<file path="config.mk">
export PLATFORM = sky130hd
export DESIGN_NAME = controller
export DESIGN_NICKNAME = d
export VERILOG_FILES = /design/src/rtl/controller.sv
export SDC_FILE = /design/constraint.sdc
export NUM_CORES = 1
export LEC_CHECK = 0
export ABC_AREA = 1
export BUFFER_PORTS_ARGS = -buffer_cell sky130_fd_sc_hd__buf_2
export CAP_MARGIN = 20
export CORE_MARGIN = 1
export CORE_UTILIZATION = 25
export CTS_CLUSTER_SIZE = 10
export DETAILED_ROUTE_END_ITERATION = 8
export HOLD_SLACK_MARGIN = 0.15
export PLACE_DENSITY = 0.54
export SLEW_MARGIN = 20
export SYNTH_ARGS = -nofsm -noshare
export SYNTH_HDL_FRONTEND = slang
export SYNTH_SLANG_ARGS = --single-unit
</file>
<file path="constraint.sdc">
create_clock -name clk -period 1.1 [get_ports clk]
set_clock_uncertainty 0.05 [all_clocks]
set_input_delay 0.165 -clock clk [delete_from_list [all_inputs] [get_ports clk]]
set_output_delay 0.165 -clock clk [all_outputs]
set_load 0.01 [all_outputs]
</file>
<file path="src/rtl/controller.sv">
// Multicycle control unit: Moore main FSM, ALU decode, NZCV flag register and write-strobe gating.
// Outputs depend only on state, stored flags, condex_q and Instr; reset forces FETCH outputs with strobes low.
module controller (
    input  logic        clk,
    input  logic        reset,
    input  logic [19:0] Instr,
    input  logic [3:0]  ALUFlags,
    output logic        PCWrite,
    output logic        MemWrite,
    output logic        RegWrite,
    output logic        IRWrite,
    output logic        AdrSrc,
    output logic [1:0]  RegSrc,
    output logic [1:0]  ALUSrcA,
    output logic [1:0]  ALUSrcB,
    output logic [1:0]  ResultSrc,
    output logic [1:0]  ImmSrc,
    output logic [2:0]  ALUControl
);
    typedef enum logic [3:0] {
        FETCH, DECODE, MEMADR, MEMREAD, MEMWB, MEMWRITE, EXECR, EXECI, ALUWB, BRANCH
    } state_t;

    state_t     state;
    state_t     cur;
    logic [3:0] flags;
    logic       condex_q;

    logic [3:0] cond;
    logic [1:0] op;
    logic [5:0] funct;
    logic [3:0] cmd;
    logic       cond_ok;
    logic       no_write;
    logic [1:0] flag_w;
    logic [2:0] dp_alu;
    logic       next_pc, branch, reg_w, mem_w;

    assign cond  = Instr[19:16];
    assign op    = Instr[15:14];
    assign funct = Instr[13:8];
    assign cmd   = funct[4:1];

    always_comb begin
        cond_ok = 1'b0;
        case (cond)
            4'b0000: cond_ok = flags[2];
            4'b0001: cond_ok = ~flags[2];
            4'b0010: cond_ok = flags[1];
            4'b0011: cond_ok = ~flags[1];
            4'b0100: cond_ok = flags[3];
            4'b0101: cond_ok = ~flags[3];
            4'b0110: cond_ok = flags[0];
            4'b0111: cond_ok = ~flags[0];
            4'b1000: cond_ok = flags[1] & ~flags[2];
            4'b1001: cond_ok = ~flags[1] | flags[2];
            4'b1010: cond_ok = (flags[3] == flags[0]);
            4'b1011: cond_ok = (flags[3] != flags[0]);
            4'b1100: cond_ok = ~flags[2] & (flags[3] == flags[0]);
            4'b1101: cond_ok = flags[2] | (flags[3] != flags[0]);
            4'b1110: cond_ok = 1'b1;
            default: cond_ok = 1'b0;
        endcase
    end

    // Unrecognised commands execute as ADD but never write the register file.
    always_comb begin
        dp_alu   = 3'b000;
        no_write = 1'b0;
        case (cmd)
            4'b0100: dp_alu = 3'b000;
            4'b0010: dp_alu = 3'b001;
            4'b0000: dp_alu = 3'b010;
            4'b1100: dp_alu = 3'b011;
            4'b1010: begin dp_alu = 3'b001; no_write = 1'b1; end
            default: begin dp_alu = 3'b000; no_write = 1'b1; end
        endcase
        if (op != 2'b00)
            no_write = 1'b0;
        flag_w[1] = funct[0];
        flag_w[0] = funct[0] & ((cmd == 4'b0100) | (cmd == 4'b0010) | (cmd == 4'b1010));
    end

    always_ff @(posedge clk) begin
        if (reset) begin
            state    <= FETCH;
            flags    <= 4'b0000;
            condex_q <= 1'b0;
        end else begin
            case (state)
                FETCH:  state <= DECODE;
                DECODE: begin
                    condex_q <= cond_ok;
                    case (op)
                        2'b01:   state <= MEMADR;
                        2'b00:   state <= funct[5] ? EXECI : EXECR;
                        2'b10:   state <= BRANCH;
                        default: state <= FETCH;
                    endcase
                end
                MEMADR:   state <= funct[0] ? MEMREAD : MEMWRITE;
                MEMREAD:  state <= MEMWB;
                EXECR, EXECI: begin
                    state <= ALUWB;
                    if (flag_w[1] & condex_q) flags[3:2] <= ALUFlags[3:2];
                    if (flag_w[0] & condex_q) flags[1:0] <= ALUFlags[1:0];
                end
                default: state <= FETCH;
            endcase
        end
    end

    // During reset the outputs present FETCH values with every strobe held low.
    assign cur = reset ? FETCH : state;

    always_comb begin
        next_pc    = 1'b0;
        branch     = 1'b0;
        reg_w      = 1'b0;
        mem_w      = 1'b0;
        IRWrite    = 1'b0;
        AdrSrc     = 1'b0;
        ALUSrcA    = 2'b00;
        ALUSrcB    = 2'b00;
        ResultSrc  = 2'b00;
        ALUControl = 3'b000;
        case (cur)
            FETCH: begin
                IRWrite = ~reset; next_pc = ~reset;
                ALUSrcA = 2'b01; ALUSrcB = 2'b10; ResultSrc = 2'b10;
            end
            DECODE:   begin ALUSrcA = 2'b01; ALUSrcB = 2'b10; ResultSrc = 2'b10; end
            MEMADR:   ALUSrcB = 2'b01;
            MEMREAD:  AdrSrc = 1'b1;
            MEMWB:    begin ResultSrc = 2'b01; reg_w = 1'b1; end
            MEMWRITE: begin AdrSrc = 1'b1; mem_w = 1'b1; end
            EXECR:    ALUControl = dp_alu;
            EXECI:    begin ALUSrcB = 2'b01; ALUControl = dp_alu; end
            ALUWB:    reg_w = 1'b1;
            BRANCH:   begin ALUSrcB = 2'b01; ResultSrc = 2'b10; branch = 1'b1; end
            default:  ;
        endcase
        PCWrite  = next_pc | (branch & condex_q);
        RegWrite = reg_w & condex_q & ~no_write;
        MemWrite = mem_w & condex_q;
        RegSrc   = {op == 2'b01, op == 2'b10};
        ImmSrc   = op;
    end
endmodule
</file>
==> results of run 1 <==
state kept, by name (all words and copies together), names as in the netlist:
register and flops:
flags 4, state 4, condex_q 1
synthesized netlist by cell type (all sizes together):
| cell | instances |
|---|---|
| a21oi | 13 |
| inv | 22 |
| nor3b | 1 |
| a31oi | 1 |
| nand3b | 2 |
| nor3 | 5 |
| buf | 6 |
| o31ai | 1 |
| nand3 | 16 |
| nand2 | 44 |
| o21ai | 7 |
| o22ai | 1 |
| conb | 1 |
| dfxtp | 9 |
| clkinv | 1 |
| nor2 | 23 |
layer usage:
metal,vias to the layer above,GRT usage (%),wire (µm)
met2,42,30.0,1310
met5,-,0,0
met1,531,19.8,1260
met4,0,1.99,0
met3,0,4.11,158
li1,632,-,-
cells in the final DEF, fill, tap and decap left out:
| master | n |
|---|---|
| nor3b_2 | 1 |
| nand2_1 | 32 |
| buf_6 | 4 |
| inv_4 | 2 |
| nor3_4 | 1 |
| a31oi_1 | 1 |
| a21oi_1 | 7 |
| nor3_2 | 3 |
| clkbuf_4 | 3 |
| o31ai_2 | 1 |
| dfxtp_1 | 3 |
| o21ai_0 | 2 |
| buf_2 | 33 |
| nand3_2 | 2 |
| o22ai_2 | 1 |
| nand2_2 | 10 |
| buf_4 | 34 |
| nor2_2 | 5 |
| dlygate4sd3_1 | 5 |
| clkbuf_1 | 1 |
| dfxtp_4 | 3 |
| nor3_1 | 1 |
| nand2_4 | 2 |
| nand3_1 | 14 |
| nor2_4 | 2 |
| a21oi_2 | 6 |
| dfxtp_2 | 3 |
| o21ai_2 | 4 |
| conb_1 | 2 |
| clkinv_1 | 1 |
| nor2_1 | 16 |
| inv_1 | 13 |
| o21ai_1 | 1 |
| nand3b_1 | 2 |
| inv_2 | 7 |
worst max-delay path, delay by kind of cell, from the launching register on:
| kind | cells | cell delay, ns |
|---|---|---|
| DFF | 1 | 0.37 |
| buffers and inverters | 2 | 0.22 |
| and+or+nand+nor | 2 | 0.38 |
| AOI/OAI and AO/OA | 1 | 0.10 |
metrics by stage:
step	total power [mW]	setup slack [ns]	hold WS (ns)	instance area, µm²
CTS	1.06	-0.444	0.233	1440
detailed placement	0.748	-0.218	0.371	1310
global placement	0.753	-0.244	0.368	1310
floorplan	0.555	-0.0910	0.250	867
global route	1.18	-0.529	0.254	1550
finish	1.09	-0.447	0.243	1550
kinds of logic after synthesis:
kind of cell / Yosys count / share of synthesized area [%]
AOI/OAI and AO/OA: 23 / 15.3
buffers and inverters: 29 / 15.1
DFF: 9 / 21.6
other: 1 / 0.449
and+or+nand+nor: 91 / 47.6
power by group through the flow:
stage	registers [mW]	logic, mW	clock network, mW
2_1_floorplan	0.360	0.195	0
3_3_place_gp	0.360	0.392	0
3_5_place_dp	0.359	0.388	0
4_1_cts	0.353	0.431	0.274
5_1_grt	0.355	0.518	0.303
6_report	0.353	0.473	0.268
layout make-up:
class / instances / area, µm²
Timing Repair Buffer: 76 / 515
Sequential cell: 9 / 195
Multi-Input combinational cell: 116 / 664
Fill cell: 338 / 1560
Inverter: 23 / 91.3
Tap cell: 44 / 55.1
Clock buffer: 4 / 26.3
timing repair:
| item | 4_1_cts | 5_1_grt |
|---|---|---|
| endpoints found under the setup margin | 20 | 21 |
| hold buffers | 5 | 0 |
| setup buffers | 3 | 1 |
| cloned | 0 | 0 |
| pin swaps | 6 | 7 |
| hold endpoints to repair | 5 | 0 |
| resized for setup | 18 | 33 |
how the worst max path moves through the flow:
stage	from	end
2_1_floorplan	state[2]	ALUSrcB[0]
3_3_place_gp	state[2]	ALUSrcB[0]
3_5_place_dp	state[2]	ALUSrcB[0]
4_1_cts	state[2]	RegWrite
5_1_grt	state[2]	ALUSrcB[0]
6_report	state[3]	RegWrite
==> results_dict.tcl, run 1 <==
set metrics [dict create \
    clock-sinks 9 \
    max_freq_ghz 0.646 \
    timing.final.ws_setup_ns -0.447 \
    tritoncts.num_buffers 3 \
    start_kind "flop" \
    die_area_mm2 0.00358 \
    period_minus_slack_ns 1.55 \
    nNetsFinal 255 \
    rr_worst_depth 7 \
    rows 20 \
    path_max_fanout 3 \
    p_seq_share_pct 32.2 \
    cts_max_path_buffers 2 \
    die_w_um 59.8 \
    switchingPower_uw 384 \
    totalWireLength_um 2720 \
    rsz0062_at_grt "true" \
    syn_to_final_growth_pct 85.2 \
    reg2reg_from "state[1]" \
    post-synth-top-area-fraction_pct 21.6 \
    netlist_area_um2 836 \
    dp.cells 260 \
    yosysSeqAreaShare_pct 21.6 \
    track_usage_pct 16.5 \
    drt_pass1_iterations 4 \
    root_buffer "clkbuf_4" \
    hpwl_um 2010 \
    grt_max_degree 10 \
    hold_depth 5 \
    drive_gt1_share_pct 55.7 \
    cts_tree "built" \
    synth_cell_types 23 \
    critPathCaptureType "output pin" \
    path_clk_slew_ns 0.07 \
    swShare_pct 35.1 \
    n_antenna_cell 0 \
    ant_nets 0 \
    min_to "state[0]" \
    htreeDepth 1 \
    core-area_mm2 0.00310 \
    io_buffer_count 33 \
    finalSetupTns_ns -5.78 \
    clock_latency_ns 0.26 \
    fin_cells 272 \
    fin_crit_sh_pct 141 \
    antenna_found_initial 0 \
    ir_drop_v 0.000462 \
    min_path_type "input port to flop" \
    die_h_um 59.8 \
    slew_viol_final 0 \
    min_from "Instr[13]" \
    crit_slowest_cell "dfxtp_2" \
    r2r-end "flags[0]" \
    failed_checks "negative setup slack" \
    synth_area_leader_cell "dfxtp_1" \
    syn_avg_cell_area_um2 5.46 \
    postLayoutCoreUtil_pct 49.9 \
    dr.first_iter.drc_count 66 \
    arrival_ns 1.33 \
    drc_errors 0 \
    p_int_uw 710 \
    slowest_delay_ns 0.37 \
    vias 1205 \
    gp_congestion 0.785 \
    grt-ovfl-total 0 \
    max_cap_viol_count 0 \
    crit_type "flop to output pin" \
    setup_violations 21 \
    initial_core_util_pct 26.9 \
    synthCells 153 \
    synth-seq-cells 9 \
    power.share.clock_pct 24.5 \
    first_global_vias 1114 \
    power.density_mw_per_mm2 706 \
    p_comb_share_pct 43.3 \
    avgViaCountPerCell 4.43 \
    hold_violations 0 \
    io_pins 44 \
    power_leakage_nw 0.798 \
    required_ns 0.88 \
    post_drt_wl_per_cell_um 10.0 \
    synth_area_leaders "dfxtp_1 (22%), nand2_1 (19%), nor2_1 (9.9%), nand3_1 (9.6%), inv_1 (9.4%)" \
    status "finished, violations left" \
    grt_pass1_wl_um 4500 \
    path_cells "inv_2 > nor3_2 > o21ai_2 > nor3b_2 > buf_2" \
    r2r_slack_ns -0.18 \
    synth-warning-count 0 \
]
Power figures use the tool's default switching activity.
==> run 2, diff against run 1 <==
- CORE_ASPECT_RATIO: unset -> 0.6
==> results_dict.tcl, run 2 (same netlist as run 1, synthesis figures left out) <==
set metrics [dict create \
    status "finished, violations left" \
    failed_checks "negative setup slack" \
    placed_cell_area_mm2 0.00126 \
    post_drt_wl_per_cell_um 11.5 \
    nNetsFinal 253 \
    htreeDepth 1 \
    track_usage_pct 16.5 \
    arrival_ns 1.29 \
    crit_slowest_cell "dfxtp_4" \
    power_leakage_nw 0.814 \
    slew_viol_final 0 \
    hold_depth 3 \
    path_max_fanout 3 \
    fin_crit_sh_pct 136 \
    die_h_um 46.8 \
    slowest_delay_ns 0.36 \
    totalWireLength_um 3080 \
    path_clk_slew_ns 0.04 \
    final_common_cell "buf_4" \
    hpwl_um 2190 \
    rr_worst_depth 7 \
    timing.final.ws_setup_ns -0.401 \
    r2r_slack_ns -0.21 \
    grt-ovfl-total 0 \
    critPathCaptureType "output pin" \
    required_ns 0.88 \
    globalRoute.busiestLayer "met2" \
    drt_pass1_iterations 4 \
    top_regs "flags x4, state x4, condex_q x1" \
    clock_latency_ns 0.23 \
    rows 15 \
    min_from "ALUFlags[1]" \
    crit_type "flop to output pin" \
    min_to "flags[1]" \
    grt.met3_usage_pct 4.85 \
    layout_common_cells "buf_4 (35), buf_2 (32), nand2_1 (28)" \
    avgViaCountPerCell 4.48 \
    finish.instance_area_mm2 0.00161 \
    io_pins 44 \
    critPathTopFamily "flip-flops" \
    core-area_mm2 0.00302 \
    rsz0062_at_grt "true" \
    initial_core_util_pct 27.7 \
    hold_ws_ns 0.164 \
    max_freq_ghz 0.666 \
    r2r-end "flags[0]" \
    total_power_mw 1.26 \
    die_w_um 76.6 \
    reg2reg_from "state[3]" \
    hold_violations 0 \
    setup_violations 21 \
    first_global_vias 934 \
    grt_max_degree 10 \
    path_buf_inv 3 \
    vias 1200 \
    die_area_mm2 0.00359 \
    max_cap_viol_count 0 \
    n_antenna_cell 0 \
    period_minus_slack_ns 1.50 \
    root_buffer "clkbuf_8" \
    drive_gt1_share_pct 58.8 \
    dr.first_iter.drc_count 86 \
    syn_to_final_growth_pct 92.2 \
    path_cells "inv_4 > nor2_4 > nand2_2 > inv_2 > a21oi_2 > o31ai_2 > buf_2" \
    cts_tree "built" \
    ir_drop_v 0.000493 \
    antenna_found_initial 0 \
    io_buffer_count 33 \
    ant_nets 0 \
    drc_errors 0 \
    cts_max_path_buffers 2 \
    grt_util_met1_pct 24.0 \
    power.density_mw_per_mm2 784 \
    gp_congestion 0.839 \
    min_path_type "input port to flop" \
    start_kind "flop" \
    fillers 288 \
    grtUsageMet2_pct 24.1 \
    clock-sinks 9 \
    grt_pass1_wl_um 4390 \
    tritoncts.num_buffers 3 \
]
## run 2: cell count changes in the layout (fill, tap and decap cells not counted), moves of 3 or more
cell | before | now
clkbuf_4 | 3 | 0
dlygate4sd3_1 | 5 | 2
nand2_1 | 32 | 28
nor2_4 | 2 | 5
clkbuf_8 | 0 | 3
nor2_2 | 5 | 1
nand2_4 | 2 | 5
## run 2: worst min-delay path, stage by stage
cell	delay, ns
buf_2	0.08
o21ai_1	0.06
a21oi_1	0.10
## run 2: layout make-up
cell class	count	area [µm²]	area share (%)
multi-input cells	116	721	44.9
repair buffers	74	499	31.1
flip-flops and latches	9	195	12.1
inverters	23	93.8	5.84
clock buffers	4	45.0	2.80
well taps	42	52.6	3.27
## run 2: how the worst max path moves through the flow
stage | start | end | slack (ns) | depth (start not counted)
global route | state[2] | RegWrite | -0.47 | 7
global placement | Instr[10] | flags[1] | -0.26 | 7
CTS | state[2] | ALUSrcB[0] | -0.40 | 7
detailed placement | state[2] | ALUSrcB[0] | -0.23 | 7
floorplan | state[2] | ALUSrcB[0] | -0.09 | 6
finish | state[2] | ALUSrcB[0] | -0.40 | 7
## run 2: what timing repair did
action | 4_1_cts | 5_1_grt
setup endpoints to repair | 21 | 21
buffers inserted | 4 | 8
pin swaps | 9 | 17
hold buffers | 1 | 1
endpoints found under the hold margin | 1 | 1
resized for setup | 28 | 38
## run 2: per-stage QoR
step           utilization (%)  instances  setup WS [ns]  TNS, ns
2_1_floorplan                -        154        -0.0910   -0.457
3_3_place_gp              41.8        252         -0.255    -2.80
3_5_place_dp              41.8        252         -0.225    -2.68
4_1_cts                   46.5        259         -0.401    -4.92
5_1_grt                   53.2        268         -0.468    -6.13
6_report                  53.2        268         -0.401    -5.06
## run 2: routing by layer
layer	part of all wire, %	vias up
li1	-	630
met1	49	530
met2	43	36
met3	6.5	4
met4	1.2	0
met5	0	-
## run 2: report_power, final
part | switching, mW | total (mW) | internal, mW
clock | 0.133 | 0.386 | 0.253
combinational | 0.274 | 0.519 | 0.245
sequential | 0.0159 | 0.355 | 0.339
==> run 3, diff against run 2 <==
- CORE_ASPECT_RATIO: 0.6 -> 1.4
==> results_dict.tcl, run 3 (same netlist as run 1, synthesis figures left out) <==
set metrics [dict create \
    io_buffer_count 33 \
    initial_core_util_pct 26.5 \
    cts_max_path_buffers 2 \
    p_comb_share_pct 40.6 \
    path_max_fanout 3 \
    rsz0062_at_grt "true" \
    crit_type "flop to output pin" \
    hold_violations 0 \
    crit_slowest_cell "dfxtp_4" \
    io_pins 44 \
    fin_crit_sh_pct 135 \
    finish.instance_area_mm2 0.00157 \
    slowest_delay_ns 0.36 \
    start_kind "flop" \
    dp.cells 255 \
    slew_viol_final 0 \
    syn_to_final_growth_pct 87.4 \
    post_drt_wl_per_cell_um 10.8 \
    r2r-end "flags[0]" \
    critPathCaptureType "output pin" \
    final_common_cell "nand2_1" \
    critPathTopFamily "buffers and inverters" \
    track_usage_pct 16.7 \
    p_seq_share_pct 28.2 \
    first_global_vias 1092 \
    power.density_mw_per_mm2 802 \
    die_h_um 70.4 \
    failed_checks "negative setup slack" \
    grt_pass1_wl_um 4540 \
    die_area_mm2 0.00358 \
    gp_congestion 0.830 \
    period_minus_slack_ns 1.48 \
    layout_common_cells "nand2_1 (34), buf_2 (33), buf_4 (33)" \
    ant_nets 0 \
    totalWireLength_um 2860 \
    p_int_uw 841 \
    antenna_found_initial 0 \
    setup_violations 21 \
    grt-ovfl-total 0 \
    cts_tree "built" \
    rows 24 \
    drive_gt1_share_pct 53.5 \
    clock-sinks 9 \
    switchingPower_uw 415 \
    dr.first_iter.drc_count 14 \
    required_ns 0.88 \
    crit_cells 7 \
    crit_end "ResultSrc[1]" \
    arrival_ns 1.27 \
    path_buf_inv 4 \
    swShare_pct 33.1 \
    core-area_mm2 0.00315 \
    r2r_slack_ns -0.22 \
    reg2reg_from "state[3]" \
    path_cells "inv_4 > nand2_4 > buf_12 > nor2_4 > inv_2 > nand3_1 > buf_2" \
    drc_errors 0 \
    timing.final.ws_setup_ns -0.384 \
    min_path_type "input port to flop" \
    vias 1189 \
    fin_cells 265 \
    top_regs "flags x4, state x4, condex_q x1" \
    root_buffer "clkbuf_8" \
    pre_cts_slack_ns -0.210 \
    power.share.clock_pct 31.1 \
    nNetsFinal 253 \
    hpwl_um 2140 \
    hold_ws_ns 0.156 \
    max_cap_viol_count 0 \
    htreeDepth 1 \
    power_leakage_nw 0.807 \
    grt_max_degree 10 \
    ir_drop_v 0.000618 \
    path_clk_slew_ns 0.05 \
    critical_path.startpoint "state[2]" \
    status "finished, violations left" \
    die_w_um 50.9 \
    max_freq_ghz 0.674 \
    rr_worst_depth 8 \
    placed_cell_area_mm2 0.00130 \
    drt_pass1_iterations 4 \
    avgViaCountPerCell 4.49 \
    tritoncts.num_buffers 3 \
    clock_latency_ns 0.23 \
    n_antenna_cell 0 \
]
[run 3: what timing repair did]
item	4_1_cts	5_1_grt
hold endpoints to repair	2	0
endpoints found under the setup margin	20	21
hold buffers	2	0
gates resized for setup	14	37
pin swaps	9	7
buffers inserted	3	2
[run 3: worst min-delay path by stage]
stage / to / cells after the start / slack (ns) / start
2_1_floorplan: flags[2] / 2 / 0.25 / ALUFlags[2]
3_3_place_gp: flags[2] / 3 / 0.36 / ALUFlags[2]
3_5_place_dp: flags[2] / 3 / 0.36 / ALUFlags[2]
4_1_cts: flags[3] / 3 / 0.15 / ALUFlags[3]
5_1_grt: flags[3] / 3 / 0.15 / ALUFlags[3]
6_report: flags[1] / 3 / 0.16 / ALUFlags[1]
[run 3: area by class of cell]
class	count	area [µm²]
Sequential cell	9	190
Fill cell	334	1590
Inverter	23	96.3
Clock buffer	4	45.0
Multi-Input combinational cell	116	677
Timing Repair Buffer	74	509
Tap cell	39	48.8
[run 3: stage by stage]
stage               util, %  power, mW  TNS, ns
CTS                    45.1       1.17    -5.17
finish                 49.7       1.26    -5.41
floorplan                 -      0.555   -0.457
detailed placement     41.3      0.752    -2.20
global route           49.7       1.33    -6.79
global placement       41.3      0.754    -2.10
[run 3: layer usage]
metal / track usage [%] / vias to the layer above / wire, µm
li1: - / 629 / -
met4: 5.56 / 0 / 104
met5: 0 / - / 0
met3: 1.96 / 10 / 119
met1: 17.9 / 514 / 1060
met2: 32.0 / 36 / 1570
[run 3: power groups by stage]
stage	clock network (mW)	logic, mW	registers [mW]
6_report	0.391	0.510	0.355
5_1_grt	0.421	0.558	0.354
2_1_floorplan	0	0.195	0.360
3_5_place_dp	0	0.394	0.358
4_1_cts	0.398	0.423	0.352
3_3_place_gp	0	0.396	0.358
[run 3: worst register-to-register path, stage by stage, from the launching register on]
cell and delay, ns:
dfxtp_2 0.33, buf_6 0.12, nor2_4 0.09, buf_6 0.11, nand2_4 0.05, nor3_4 0.17, nand2_2 0.11, o21ai_1 0.13
a21oi_1 0.05
